## src/rtl/demux_1_8_seq_pkg.sv

```systemverilog
// Shared types and constants for the demux_1_8_seq block.
package demux_pkg;

  localparam int SEL_W   = 3;
  localparam int NUM_OUT = 8;

  typedef enum logic [1:0] {
    IDLE,
    FILL,
    DONE
  } demux_state_t;

  typedef logic [SEL_W-1:0] sel_t;

endpackage

```

## src/rtl/demux_1_8_seq_if.sv

```systemverilog
// Data/handshake bundle for demux_1_8_seq. The frame_parity signal exists only
// when DEMUX_PARITY_EN is defined.
interface demux_1_8_seq_if #(
  parameter int WIDTH = 1
);
  import demux_pkg::*;

  logic [WIDTH-1:0]         D;
  logic                     S0;
  logic                     S1;
  logic                     S2;
  logic                     auto_mode;
  logic                     start;
  logic                     in_valid;
  logic                     in_ready;
  logic                     frame_ack;
  logic [NUM_OUT*WIDTH-1:0] out;
  logic [NUM_OUT-1:0]       lane_valid;
  logic                     frame_done;
`ifdef DEMUX_PARITY_EN
  logic                     frame_parity;
`endif

  // Producer/consumer side: drives data, selects and control.
  modport master (
    output D, S0, S1, S2, auto_mode, start, in_valid, frame_ack,
    input  in_ready, out, lane_valid, frame_done
`ifdef DEMUX_PARITY_EN
    , input frame_parity
`endif
  );

  // Demux side.
  modport slave (
    input  D, S0, S1, S2, auto_mode, start, in_valid, frame_ack,
    output in_ready, out, lane_valid, frame_done
`ifdef DEMUX_PARITY_EN
    , output frame_parity
`endif
  );

endinterface

```

## src/rtl/demux_1_8_seq_sel_counter.sv

```systemverilog
// 3-bit auto-increment lane counter: synchronous clear has priority over enable,
// wraps 7 -> 0.
module demux_sel_counter
  import demux_pkg::*;
(
  input  logic clk,
  input  logic clr,
  input  logic en,
  output sel_t cnt
);

  // Counter register: clear on reset/start, advance on auto-mode accepts.
  always_ff @(posedge clk) begin
    if (clr) begin
      cnt <= '0;
    end else if (en) begin
      cnt <= cnt + sel_t'(1);
    end
  end

endmodule

```

## src/rtl/demux_1_8_seq.sv

```systemverilog
// Registered 1-to-8 demultiplexer with frame sequencing.
// Optional macro DEMUX_PARITY_EN adds a registered frame_parity output holding
// the XOR of the whole completed lane bank.
module demux_1_8_seq
  import demux_pkg::*;
#(
  parameter int WIDTH = 1
) (
  input  logic              clk,
  input  logic              rst,
  demux_1_8_seq_if.slave    bus
);

  demux_state_t             state;
  sel_t                     cnt;
  sel_t                     sel;
  logic                     accept;
  logic                     in_ready_q;
  logic                     frame_done_q;
  logic [NUM_OUT*WIDTH-1:0] bank_q;
  logic [NUM_OUT*WIDTH-1:0] bank_next;
  logic [NUM_OUT-1:0]       lv_q;
  logic [NUM_OUT-1:0]       lv_next;
`ifdef DEMUX_PARITY_EN
  logic                     parity_q;
`endif

  // start outranks a same-cycle in_valid, so a restart never also writes a lane.
  assign accept = bus.in_valid && in_ready_q && !bus.start;
  assign sel    = bus.auto_mode ? cnt : {bus.S2, bus.S1, bus.S0};

  demux_sel_counter u_cnt (
    .clk (clk),
    .clr (rst || bus.start),
    .en  (accept && bus.auto_mode),
    .cnt (cnt)
  );

  // Bank and valid flags as they would look after writing D into lane sel.
  always_comb begin
    bank_next = bank_q;
    lv_next   = lv_q;
    bank_next[sel*WIDTH +: WIDTH] = bus.D;
    lv_next[sel] = 1'b1;
  end

  // Frame FSM with registered in_ready/frame_done and the lane register bank.
  always_ff @(posedge clk) begin
    if (rst) begin
      state        <= IDLE;
      bank_q       <= '0;
      lv_q         <= '0;
      in_ready_q   <= 1'b0;
      frame_done_q <= 1'b0;
`ifdef DEMUX_PARITY_EN
      parity_q     <= 1'b0;
`endif
    end else begin
      frame_done_q <= 1'b0;
      if (bus.start) begin
        // Start from any state opens a fresh, empty frame.
        state      <= FILL;
        bank_q     <= '0;
        lv_q       <= '0;
        in_ready_q <= 1'b1;
`ifdef DEMUX_PARITY_EN
        parity_q   <= 1'b0;
`endif
      end else begin
        case (state)
          FILL: begin
            if (accept) begin
              bank_q <= bank_next;
              lv_q   <= lv_next;
              if (&lv_next) begin
                state        <= DONE;
                in_ready_q   <= 1'b0;
                frame_done_q <= 1'b1;
`ifdef DEMUX_PARITY_EN
                parity_q     <= ^bank_next;
`endif
              end
            end
          end
          DONE: begin
            if (bus.frame_ack) begin
              state <= IDLE;
            end
          end
          default: begin
            state <= IDLE;
          end
        endcase
      end
    end
  end

  assign bus.out        = bank_q;
  assign bus.lane_valid = lv_q;
  assign bus.in_ready   = in_ready_q;
  assign bus.frame_done = frame_done_q;
`ifdef DEMUX_PARITY_EN
  assign bus.frame_parity = parity_q;
`endif

endmodule
```

## src/flat_wrapper.sv

```systemverilog
// flat-port wrapper written by rule: the top's interface ports become plain ports
module demux_1_8_seq_flat import demux_pkg::*;
#(
  parameter int WIDTH = 1
)
  (clk, rst, bus_D, bus_S0, bus_S1, bus_S2, bus_auto_mode, bus_start, bus_in_valid, bus_frame_ack, bus_in_ready, bus_out, bus_lane_valid, bus_frame_done);
  demux_1_8_seq_if #(.WIDTH(WIDTH)) bus_i ();
  input  logic clk;
  input  logic rst;
  input wire logic [$bits(bus_i.D)-1:0] bus_D;
  input wire logic [$bits(bus_i.S0)-1:0] bus_S0;
  input wire logic [$bits(bus_i.S1)-1:0] bus_S1;
  input wire logic [$bits(bus_i.S2)-1:0] bus_S2;
  input wire logic [$bits(bus_i.auto_mode)-1:0] bus_auto_mode;
  input wire logic [$bits(bus_i.start)-1:0] bus_start;
  input wire logic [$bits(bus_i.in_valid)-1:0] bus_in_valid;
  input wire logic [$bits(bus_i.frame_ack)-1:0] bus_frame_ack;
  output wire logic [$bits(bus_i.in_ready)-1:0] bus_in_ready;
  output wire logic [$bits(bus_i.out)-1:0] bus_out;
  output wire logic [$bits(bus_i.lane_valid)-1:0] bus_lane_valid;
  output wire logic [$bits(bus_i.frame_done)-1:0] bus_frame_done;
  assign bus_i.D = bus_D;
  assign bus_i.S0 = bus_S0;
  assign bus_i.S1 = bus_S1;
  assign bus_i.S2 = bus_S2;
  assign bus_i.auto_mode = bus_auto_mode;
  assign bus_i.start = bus_start;
  assign bus_i.in_valid = bus_in_valid;
  assign bus_i.frame_ack = bus_frame_ack;
  assign bus_in_ready = bus_i.in_ready;
  assign bus_out = bus_i.out;
  assign bus_lane_valid = bus_i.lane_valid;
  assign bus_frame_done = bus_i.frame_done;
  demux_1_8_seq #(.WIDTH(WIDTH)) u_core (.clk(clk), .rst(rst), .bus(bus_i));
endmodule
```

## config.mk

```make
export PLATFORM = sky130hd
export DESIGN_NAME = demux_1_8_seq_flat
export DESIGN_NICKNAME = d
export VERILOG_FILES = /design/src/rtl/demux_1_8_seq_pkg.sv /design/src/rtl/demux_1_8_seq_if.sv /design/src/rtl/demux_1_8_seq_sel_counter.sv /design/src/rtl/demux_1_8_seq.sv /design/src/flat_wrapper.sv
export SDC_FILE = /design/constraint.sdc
export NUM_CORES = 1
export LEC_CHECK = 0
export ABC_AREA = 1
export ABC_CLOCK_PERIOD_IN_PS = 2800
export CAP_MARGIN = 10
export CORE_MARGIN = 1.5
export CORE_UTILIZATION = 49
export DETAILED_ROUTE_END_ITERATION = 6
export GPL_TIMING_DRIVEN = 0
export PLACE_DENSITY_LB_ADDON = 0.08
export SLEW_MARGIN = 30
export SYNTH_ARGS = -nofsm -noshare
export SYNTH_HDL_FRONTEND = slang
export SYNTH_SLANG_ARGS = --single-unit
```

## constraint.sdc

```tcl
create_clock -name clk -period 2.8 [get_ports clk]
set_input_delay 0.7 -clock clk [delete_from_list [all_inputs] [get_ports clk]]
set_output_delay 0.7 -clock clk [all_outputs]
set_load 0.005 [all_outputs]
```

==> impl_metrics.env <==
export IMPL_syn2layout_area_growth_pct=28.0
export IMPL_postCtsSetupRepairBufs=0
export IMPL_worstSkewPairLatency_ns=0.32
export IMPL_cp_required_ns=3.02
export IMPL_cts_buffers=3
export IMPL_gp_congestion=0.911
export IMPL_dpl_hpwl_microns=1930
export IMPL_dieArea_sq_um=2770
export IMPL_nNetsFinal=219
export IMPL_antenna_found_initial=0
export IMPL_h_tree_depth=1
export IMPL_syn_area_sq_um=1210
export IMPL_slew_violations=0
export IMPL_synth_edff_count=0
export IMPL_holdPathStages=2
export IMPL_first_pass_iters=5
export IMPL_leakage_nw=0.713
export IMPL_fin_util_pct=67.9
export IMPL_syn_nets=187
export IMPL_endpoint_kind="flip-flop"
export IMPL_fmax_ghz=0.398
export IMPL_worstPathArrival_ns=2.74
export IMPL_grt_max_degree=14
export IMPL_slew_limit_headroom_pct=62.7
export IMPL_cp_max_fo=7
export IMPL_path_delay_family="simple AND/OR/NAND/NOR gates"
export IMPL_synthDistinctLibCells=22
export IMPL_whs_endpoint="u_core.bus.out[0]"
export IMPL_cts_root_buf="clkbuf_4"
export IMPL_overflow=0
export IMPL_placed_area_sq_um=1510
export IMPL_final_common_cell="nand2_1"
export IMPL_hold_viol=0
export IMPL_skew_ns=0.0101
export IMPL_grt_pass1_vias=1024
export IMPL_peakVddDrop_uv=351
export IMPL_ys_flop_type="dfxtp_1"
export IMPL_crit_chain="clkdlybuf4s50_1 > inv_1 > nand2_1 > nand2_4 > ha_1 > ha_1 > inv_1 > nor2_2 > nand2_1 > nor2_1 > o21ai_0 > nand2_1 > nor2_1"
export IMPL_r2r_slack_ns=0.76
export IMPL_ys_seq_area_share_pct=38.1
export IMPL_syn_inst=173
export IMPL_finalCriticalPeriod_ns=2.51
export IMPL_hp_start="u_core.bus.out[0]"
export IMPL_hold_path_class="flip-flop to flip-flop"
export IMPL_mostFrequentLayoutCells="34 x nand2_1, 32 x inv_1, 26 x clkdlybuf4s50_1"
export IMPL_gr_usage_all_layers_pct=21.1
export IMPL_cp_slowest_cell="clkdlybuf4s50_1"
export IMPL_core_rowCount=17
export IMPL_tns_ns=0
export IMPL_wl_microns=2490
export IMPL_avgSynthCellArea_sq_um=6.99
export IMPL_reg2reg_depth=12
export IMPL_ant_nets=0
export IMPL_core_sq_um=2280
export IMPL_port_buffers=27
export IMPL_start_util_pct=53.1
export IMPL_clk_pin_slew_worst_paths_ns=0.13
export IMPL_status="finished, final reports clean"
export IMPL_cp_depth=13
export IMPL_die_y_microns=52.7
export IMPL_wl_per_cell_microns=10.7
export IMPL_crit_path_max_incr_delay_ns=0.51
export IMPL_cts_sinks=23
export IMPL_cp_common_cell="nand2_1"
export IMPL_rsz0062_at_grt="no"
export IMPL_cap_viol_max_count=0
export IMPL_r2r_end="u_core.bus.out[4]"
export IMPL_power_total_uw=579
export IMPL_n_antenna_cell=0
export IMPL_die_w_microns=52.7
export IMPL_crit_type="input pin to flip-flop"
export IMPL_drive_gt1_share_pct=10.8
export IMPL_vias=1127
export IMPL_drt_initial_drc_count=21
export IMPL_finalSetupViolations=0
export IMPL_critPathBufInv=3
export IMPL_min_period_over_period_pct=89.8
export IMPL_drc=0
export IMPL_hold_buffers=0
export IMPL_grt_pass1_wl_microns=4350
export IMPL_clockBufferDepth=2
export IMPL_crit_path_start_kind="input pin"
export IMPL_cts_tree="built"
export IMPL_yosys_register_bits=23
export IMPL_synth_async_reset_ratio_pct=0
export IMPL_power_density_nw_per_um2=374
export IMPL_tightest_slew_ns=0.558
export IMPL_viasPerCell=4.86
export IMPL_yosys_warnings=0
export IMPL_timing_rr_start="u_core.u_cnt.cnt[0]"
export IMPL_design_area_sq_um=1550
export IMPL_ios=28
per-stage QoR:
stage                     hold slack, ns  worst slack (ns)  cells
after floorplan                    0.440             0.621    173
after global placement             0.429            -0.213    228
after detailed placement           0.442            -0.233    228
after CTS                          0.462             0.103    232
after global routing               0.485            0.0970    232
final                              0.456             0.286    232
timing repair:
action,4_1_cts,5_1_grt
resized for setup,0,2
endpoints found under the setup margin,0,2
hold endpoints to repair,0,0
Yosys cell counts, types with 2 or more instances:
cell type   n  share of area (%)
a21oi_1    11                4.6
nor2_2      3                1.6
nand3_2     2                1.7
o211ai_1    7                4.3
nand4_1     3                1.6
ha_1        4                4.1
nor2_1     16                5.0
inv_1      32                9.9
inv_2       3               0.93
nand2_1    34                 11
nand3_1    10                4.1
dfxtp_1    23                 38
o21bai_2    2                1.9
nand2_2     3                1.6
o21ai_0     8                3.3
nand2_4     3                2.8
nor3_1      4                1.7
power breakdown:
group          total, mW  internal [mW]  switching (mW)  leakage [nW]
logic             0.0869         0.0331          0.0538         0.510
registers          0.332          0.330         0.00192         0.186
clock network      0.160         0.0534           0.107        0.0177
total              0.579          0.416           0.163         0.713
worst register-to-register path, delay by kind of cell, from the launching register on:
kind | cells | cell delay [ns]
AND/OR/NAND/NOR | 7 | 0.70
adder cells (fa/ha/maj) | 2 | 0.59
flip-flops | 1 | 0.39
buffers and inverters | 2 | 0.17
AO/OA/AOI/OAI | 1 | 0.11
metal layers:
metal,part of all wire (%),vias to the layer above,routed length (microns),global-route usage [%]
met1,50,492,1260,27.5
met2,45,18,1120,34.2
met3,3.1,4,78,2.86
met5,0,-,0,0
li1,-,613,-,-
met4,1.4,0,36,9.83
sequential cells by signal, indices dropped and copies added (netlist names):
| register | flops |
|---|---|
| u_core.bus.lane_valid | 8 |
| u_core.bus.in_ready | 1 |
| u_core.state | 2 |
| u_core.bus.out | 8 |
| u_core.bus.frame_done | 1 |
| u_core.u_cnt.cnt | 3 |
cell type report:
cell class | instances | area [sq um]
repair buffers | 27 | 273
inverters | 35 | 131
fillers | 203 | 729
multi-input cells | 113 | 611
flip-flops and latches | 23 | 460
plain buffers | 2 | 8.76
clock inverters | 1 | 5.00
clock buffers | 3 | 22.5
well taps | 28 | 35.0
worst max-delay path by stage:
| stage | startpoint | endpoint |
|---|---|---|
| 2_1_floorplan | bus_auto_mode | u_core.bus.out[4] |
| 3_3_place_gp | bus_auto_mode | u_core.bus.out[4] |
| 3_5_place_dp | bus_auto_mode | u_core.bus.out[4] |
| 4_1_cts | bus_auto_mode | u_core.bus.out[4] |
| 5_1_grt | bus_S0 | u_core.bus.out[4] |
| 6_report | bus_S0 | u_core.bus.out[4] |
cell families after synthesis:
logic type                 Yosys count  synth area share [%]
DFF                                 23                  38.1
AOI/OAI and AO/OA                   31                  15.7
adders and majority gates            4                  4.14
and+or+nand+nor                     78                  30.4
buffers and inverters               37                  11.6
No activity file was read; power rests on OpenSTA's default activity.
